<file path="config.mk">
export PLATFORM = sky130hd
export DESIGN_NAME = lcd_line_fetch_ctrl
export DESIGN_NICKNAME = d
export VERILOG_FILES = /design/src/rtl/lcd_line_fetch_ctrl_pkg.sv /design/src/rtl/lcd_line_fetch_ctrl_fifo_credit.sv /design/src/rtl/lcd_line_fetch_ctrl.sv
export SDC_FILE = /design/constraint.sdc
export NUM_CORES = 1
export LEC_CHECK = 0
export ABC_AREA = 0
export CELL_PAD_IN_SITES_DETAIL_PLACEMENT = 2
export CELL_PAD_IN_SITES_GLOBAL_PLACEMENT = 2
export CORE_ASPECT_RATIO = 1.4
export CORE_MARGIN = 1.5
export CORE_UTILIZATION = 25
export CTS_BUF_LIST = sky130_fd_sc_hd__clkbuf_16
export DETAILED_ROUTE_END_ITERATION = 7
export PLACE_DENSITY_LB_ADDON = 0.1
export SLEW_MARGIN = 20
export SYNTH_ARGS = -nofsm -noshare
export SYNTH_HDL_FRONTEND = slang
export SYNTH_SLANG_ARGS = --single-unit
</file>
<file path="constraint.sdc">
create_clock -name clk_12mhz -period 2.4 [get_ports clk_12mhz]
set_input_delay 0.48 -clock clk_12mhz [delete_from_list [all_inputs] [get_ports clk_12mhz]]
set_output_delay 0.48 -clock clk_12mhz [all_outputs]
set_load 0.03 [all_outputs]
</file>
<file path="src/rtl/lcd_line_fetch_ctrl_pkg.sv">
// Shared LCD fetch timing constants and FSM state encoding, common to the
// fetch scheduler and the pixel writer so both agree on frame geometry.
package lcd_line_fetch_ctrl_pkg;

    localparam int unsigned DEF_HOR_PIX    = 480;
    localparam int unsigned DEF_VER_PIX    = 272;
    localparam int unsigned DEF_FIFO_DEPTH = 64;
    localparam int unsigned DEF_BURST_LEN  = 16;
    localparam int unsigned DEF_ADDR_W     = 20;

    typedef enum logic [1:0] {
        ST_IDLE = 2'd0,
        ST_REQ  = 2'd1,
        ST_WAIT = 2'd2,
        ST_DONE = 2'd3
    } fetch_state_e;

endpackage

</file>
<file path="src/rtl/lcd_line_fetch_ctrl_fifo_credit.sv">
// Pixel FIFO occupancy tracker: level from fill/pop events, empty flag,
// saturating underflow count and burst credit.
module lcd_line_fetch_ctrl_fifo_credit
    import lcd_line_fetch_ctrl_pkg::*;
#(
    parameter int unsigned FIFO_DEPTH = DEF_FIFO_DEPTH,
    parameter int unsigned BURST_LEN  = DEF_BURST_LEN
) (
    input  logic                             clk_12mhz,
    input  logic                             rst,
    input  logic                             fill,
    input  logic                             pop,
    output logic [$clog2(FIFO_DEPTH+1)-1:0]  fifo_level,
    output logic                             buffer_empty,
    output logic [15:0]                      underflow_cnt,
    output logic                             credit_ok_c
);
    localparam int unsigned LVL_W = $clog2(FIFO_DEPTH + 1);

    assign buffer_empty = (fifo_level == '0);
    assign credit_ok_c  = (32'(fifo_level) + BURST_LEN) <= FIFO_DEPTH;

    // Simultaneous fill and pop cancel, including at level 0.
    always_ff @(posedge clk_12mhz) begin
        if (rst) begin
            fifo_level    <= '0;
            underflow_cnt <= '0;
        end else if (fill && !pop) begin
            fifo_level <= fifo_level + LVL_W'(1);
        end else if (!fill && pop) begin
            if (fifo_level == '0) begin
                if (underflow_cnt != 16'hFFFF)
                    underflow_cnt <= underflow_cnt + 16'd1;
            end else begin
                fifo_level <= fifo_level - LVL_W'(1);
            end
        end
    end

endmodule

</file>
<file path="src/rtl/lcd_line_fetch_ctrl.sv">
// Frame-fetch scheduler: walks the framebuffer in fixed bursts, gated by
// pixel FIFO credit, and reports frame progress and protocol errors.
module lcd_line_fetch_ctrl
    import lcd_line_fetch_ctrl_pkg::*;
#(
    parameter int unsigned HOR_PIX    = DEF_HOR_PIX,
    parameter int unsigned VER_PIX    = DEF_VER_PIX,
    parameter int unsigned FIFO_DEPTH = DEF_FIFO_DEPTH,
    parameter int unsigned BURST_LEN  = DEF_BURST_LEN,
    parameter int unsigned ADDR_W     = DEF_ADDR_W
) (
    input  logic                             clk_12mhz,
    input  logic                             rst,
    input  logic                             enable,
    input  logic                             frame_start,
    input  logic [ADDR_W-1:0]                fb_base,
    output logic                             rd_req,
    output logic [ADDR_W-1:0]                rd_addr,
    input  logic                             rd_ack,
    input  logic                             rd_data_valid,
    input  logic                             fifo_pop,
    output logic [$clog2(FIFO_DEPTH+1)-1:0]  fifo_level,
    output logic                             buffer_empty,
    output logic                             frame_busy,
    output logic                             frame_done,
    output logic [15:0]                      line_index,
    output logic [15:0]                      underflow_cnt,
    output logic                             err_overrun,
    output logic                             err_extra
);
    localparam int unsigned TOTAL  = HOR_PIX * VER_PIX;
    localparam int unsigned WORD_W = $clog2(TOTAL + 1);
    localparam int unsigned COL_W  = (HOR_PIX > 1) ? $clog2(HOR_PIX) : 1;
    localparam int unsigned OUT_W  = $clog2(BURST_LEN + 1);

    fetch_state_e        state;
    logic [OUT_W-1:0]    outstanding;
    logic [WORD_W-1:0]   word_cnt;
    logic [COL_W-1:0]    col_cnt;
    logic                credit_ok_c;
    logic                word_in_c;
    logic                burst_end_c;
    logic                frame_end_c;
    logic                start_ok_c;

    lcd_line_fetch_ctrl_fifo_credit #(
        .FIFO_DEPTH (FIFO_DEPTH),
        .BURST_LEN  (BURST_LEN)
    ) u_credit (
        .clk_12mhz     (clk_12mhz),
        .rst           (rst),
        .fill          (rd_data_valid),
        .pop           (fifo_pop),
        .fifo_level    (fifo_level),
        .buffer_empty  (buffer_empty),
        .underflow_cnt (underflow_cnt),
        .credit_ok_c   (credit_ok_c)
    );

    assign word_in_c   = rd_data_valid && (state == ST_WAIT) && (outstanding != '0);
    assign burst_end_c = word_in_c && (outstanding == OUT_W'(1));
    assign frame_end_c = burst_end_c && (word_cnt == WORD_W'(TOTAL - 1));
    assign start_ok_c  = frame_start && enable && !frame_busy &&
                         ((state == ST_IDLE) || (state == ST_DONE));

    always_ff @(posedge clk_12mhz) begin
        if (rst) begin
            state       <= ST_IDLE;
            rd_req      <= 1'b0;
            rd_addr     <= '0;
            outstanding <= '0;
            word_cnt    <= '0;
            col_cnt     <= '0;
            line_index  <= '0;
            frame_busy  <= 1'b0;
            frame_done  <= 1'b0;
            err_overrun <= 1'b0;
            err_extra   <= 1'b0;
        end else begin
            frame_done <= 1'b0;
            if (frame_start && frame_busy)
                err_overrun <= 1'b1;
            if (rd_data_valid && !word_in_c)
                err_extra <= 1'b1;

            // Per-word progress; line_index parks on the last line at frame end.
            if (word_in_c) begin
                outstanding <= outstanding - OUT_W'(1);
                word_cnt    <= word_cnt + WORD_W'(1);
                if (col_cnt == COL_W'(HOR_PIX - 1)) begin
                    col_cnt <= '0;
                    if (line_index != 16'(VER_PIX - 1))
                        line_index <= line_index + 16'd1;
                end else begin
                    col_cnt <= col_cnt + COL_W'(1);
                end
            end

            case (state)
                ST_IDLE, ST_DONE: begin
                    if (start_ok_c) begin
                        state      <= ST_REQ;
                        rd_addr    <= fb_base;
                        word_cnt   <= '0;
                        col_cnt    <= '0;
                        line_index <= '0;
                        frame_busy <= 1'b1;
                        rd_req     <= credit_ok_c;
                    end else begin
                        state <= ST_IDLE;
                    end
                end
                ST_REQ: begin
                    // Once raised, the request holds until accepted.
                    if (rd_req) begin
                        if (rd_ack) begin
                            rd_req      <= 1'b0;
                            outstanding <= OUT_W'(BURST_LEN);
                            state       <= ST_WAIT;
                        end
                    end else begin
                        rd_req <= credit_ok_c;
                    end
                end
                ST_WAIT: begin
                    if (burst_end_c) begin
                        if (frame_end_c) begin
                            state      <= ST_DONE;
                            frame_done <= 1'b1;
                            frame_busy <= 1'b0;
                        end else if (!enable) begin
                            state      <= ST_IDLE;
                            frame_busy <= 1'b0;
                        end else begin
                            state   <= ST_REQ;
                            rd_addr <= rd_addr + ADDR_W'(BURST_LEN);
                        end
                    end
                end
                default: state <= ST_IDLE;
            endcase
        end
    end

endmodule

</file>
==> impl_metrics.toml <==
[synthesis]
synth_cell_types = 60
syn_inst = 615
ys_top_cells_by_area = "dfxtp_1, xnor2_1, nor2_1, nand2_1, ha_1"
synth_ff_type = "dfxtp_1"
ys_async_sr_fraction_pct = 0
postSynthAreaPerCell_sq_um = 8.27
synth_warnings = 0
syn-num-nets = 660
synth_seq_cells = 97
synth-seq-area-share_pct = 38.2
synth_top_area_cell = "dfxtp_1"
synth_edf_count = 0
syn-cell-area_sq_um = 5090
synth_top_area_share_pct = 38.2

[global_routing]
grt_pass1_wl_um = 28800
grt_pass1_vias = 5709
overflow = 0
antenna_found_initial = 0
grt_max_degree = 32
grt.total_usage_pct = 17.3

[clock_tree]
clock-root-buffer = "clkbuf_16"
clkSlewWorstSetupHoldPaths_ns = 0.07
hold_buffers = 0
cts.htree.levels = 3
clock_latency_ns = 0.36
cts.sinks = 97
cts_tree = "yes"
cts_buffers = 9
cts_buffer_depth = 2

[finish]
final_cells = 1023
antennaDiodeCount = 0
area_growth_pct = 40.6
final_util_pct = 35.9
final_cell_area_sq_um = 7150
regArea_sq_um = 1940
fill_cells = 2259
drive_gt1_share_pct = 16.1
fin_nets = 811
multi_input_area_sq_um = 3080

[place]
gp_congestion = 0.806
dp_slack_ns = -0.527
portBuffers = 91
place_area_sq_um = 6720
placed_cells = 1002
hpwl_um = 13600

[routing]
vias = 5255
post_drt_wl_per_cell_um = 17.9
drtIter0Drc = 158
totalWireLength_um = 18300
drc = 0
viasPerCell = 5.14
drt_first_pass_iters = 4
ant_nets = 0

[power]
power_mw = 4.71
p_leak_nw = 2.48
power.density_nw_per_um2 = 659
vdd.ir_drop.worst_uv = 272

[critical_path]
path_max_fanout = 5
r2r_slack_ns = -0.09
crit_type = "reg2reg"
start_kind = "flip-flop"
worstPathRequired_ns = 2.71
end_kind = "flip-flop"
crit_arrival_ns = 2.79

[timing]
fin_crit_sh_pct = 104
fin_tns_setup_ns = -0.708
finalHoldViolations = 0
max_freq_mhz = 402
period_minus_slack_ns = 2.49
tightest_slew_ns = 0.576
maxSlewViolCount = 0
setup_ws_ns = -0.0850
max-slew-margin-rel_pct = 61.1
rsz0062_at_grt = "yes"
clock_skew_ns = 0.0117
setup_viol = 17
hold_ws_ns = 0.486

[run]
maxCapViolations = 0

[die]
boundaryPins = 92
start_util_pct = 25.5
die-height_um = 172
rows = 61
die_w_um = 124
core_sq_um = 19900
die-area_sq_um = 21200

[outcome]
failed_checks = "setup timing"
status = "finished, violations left"

[min_path]
hold_class = "reg2reg"
-- report_power, final --
group,internal (mW),switching (mW)
Sequential,1.71,0.159
Combinational,0.689,0.788
Clock,0.695,0.667
Total,3.10,1.61
-- synthesized netlist by cell type (all sizes together), types with 4 or more instances --
library cell	n
a22o	4
a31oi	7
dfxtp	97
and2	6
xor2	10
a21o	4
o21ai	17
o32ai	4
xnor2	33
or3	8
a2111oi	6
or4	11
nand2	68
nor4	16
a311oi	5
ha	17
nor3	15
or2	5
nor2	70
nand4	17
a211oi	12
buf	4
a32o	4
inv	25
mux2i	4
a21oi	32
nand4b	4
nand3	31
clkbuf	19
and3	10
o31ai	8
o211ai	7
a211o	4
-- state kept, by name, summed over array words and instances, names as in the netlist, 2 cells and up --
name	count
u_credit.underflow_cnt	16
rd_addr	20
u_credit.fifo_level	7
line_index	16
state	2
word_cnt	17
outstanding	5
col_cnt	9
-- layer usage --
layer	share of wire, %	global-route usage (%)
met1	43	19.7
met5	0	0
met2	53	33.0
met3	2.3	2.45
met4	1.6	5.00
-- critical path, stage by stage (launching register included) --
cell      delay [ns]
dfxtp_2         0.33
inv_2           0.07
ha_4            0.11
or4b_4          0.48
or4_4           0.47
or3_4           0.48
buf_6           0.16
a311oi_2        0.21
a31o_2          0.13
-- cell usage in the layout (no fill, tap or decap), types with 17 or more instances in the layout --
master	count
a21oi_1	29
buf_4	67
clkdlybuf4s50_1	87
dfxtp_1	95
inv_1	25
nand2_1	68
nand3_1	31
nand4_1	17
nor2_1	70
xnor2_1	33
-- path summary, 6_finish.rpt --
path,start,end,depth (start not counted)
setup / recovery,outstanding[1],rd_addr[16],8
hold / removal,rd_addr[2],rd_addr[2],1
setup reg to reg,outstanding[1],rd_addr[16],8
hold reg to reg,rd_addr[2],rd_addr[2],1
-- cell families after synthesis --
kind of cell | after synthesis | share of synthesized area [%]
AOI/OAI and AO/OA | 128 | 17.8
xor gates and xnor gates | 43 | 7.40
adders and majority gates | 18 | 4.58
buffers and inverters | 49 | 3.99
DFF | 97 | 38.2
muxes | 4 | 0.787
and+or+nand+nor | 276 | 27.3
-- layout make-up --
class / instances / area share (%)
Multi-Input combinational cell: 471 / 43.1
Sequential cell: 97 / 27.2
Timing Repair Buffer: 161 / 20.2
Tap cell: 252 / 4.41
Clock buffer: 9 / 3.15
Inverter: 26 / 1.36
Clock inverter: 7 / 0.542
-- timing repair --
action,4_1_cts,5_1_grt
resized for setup,15,16
pin swaps,6,4
gates cloned,1,2
buffers inserted,1,1
endpoints found under the setup margin,30,31
Note: power is estimated with default switching activity, not from simulation.
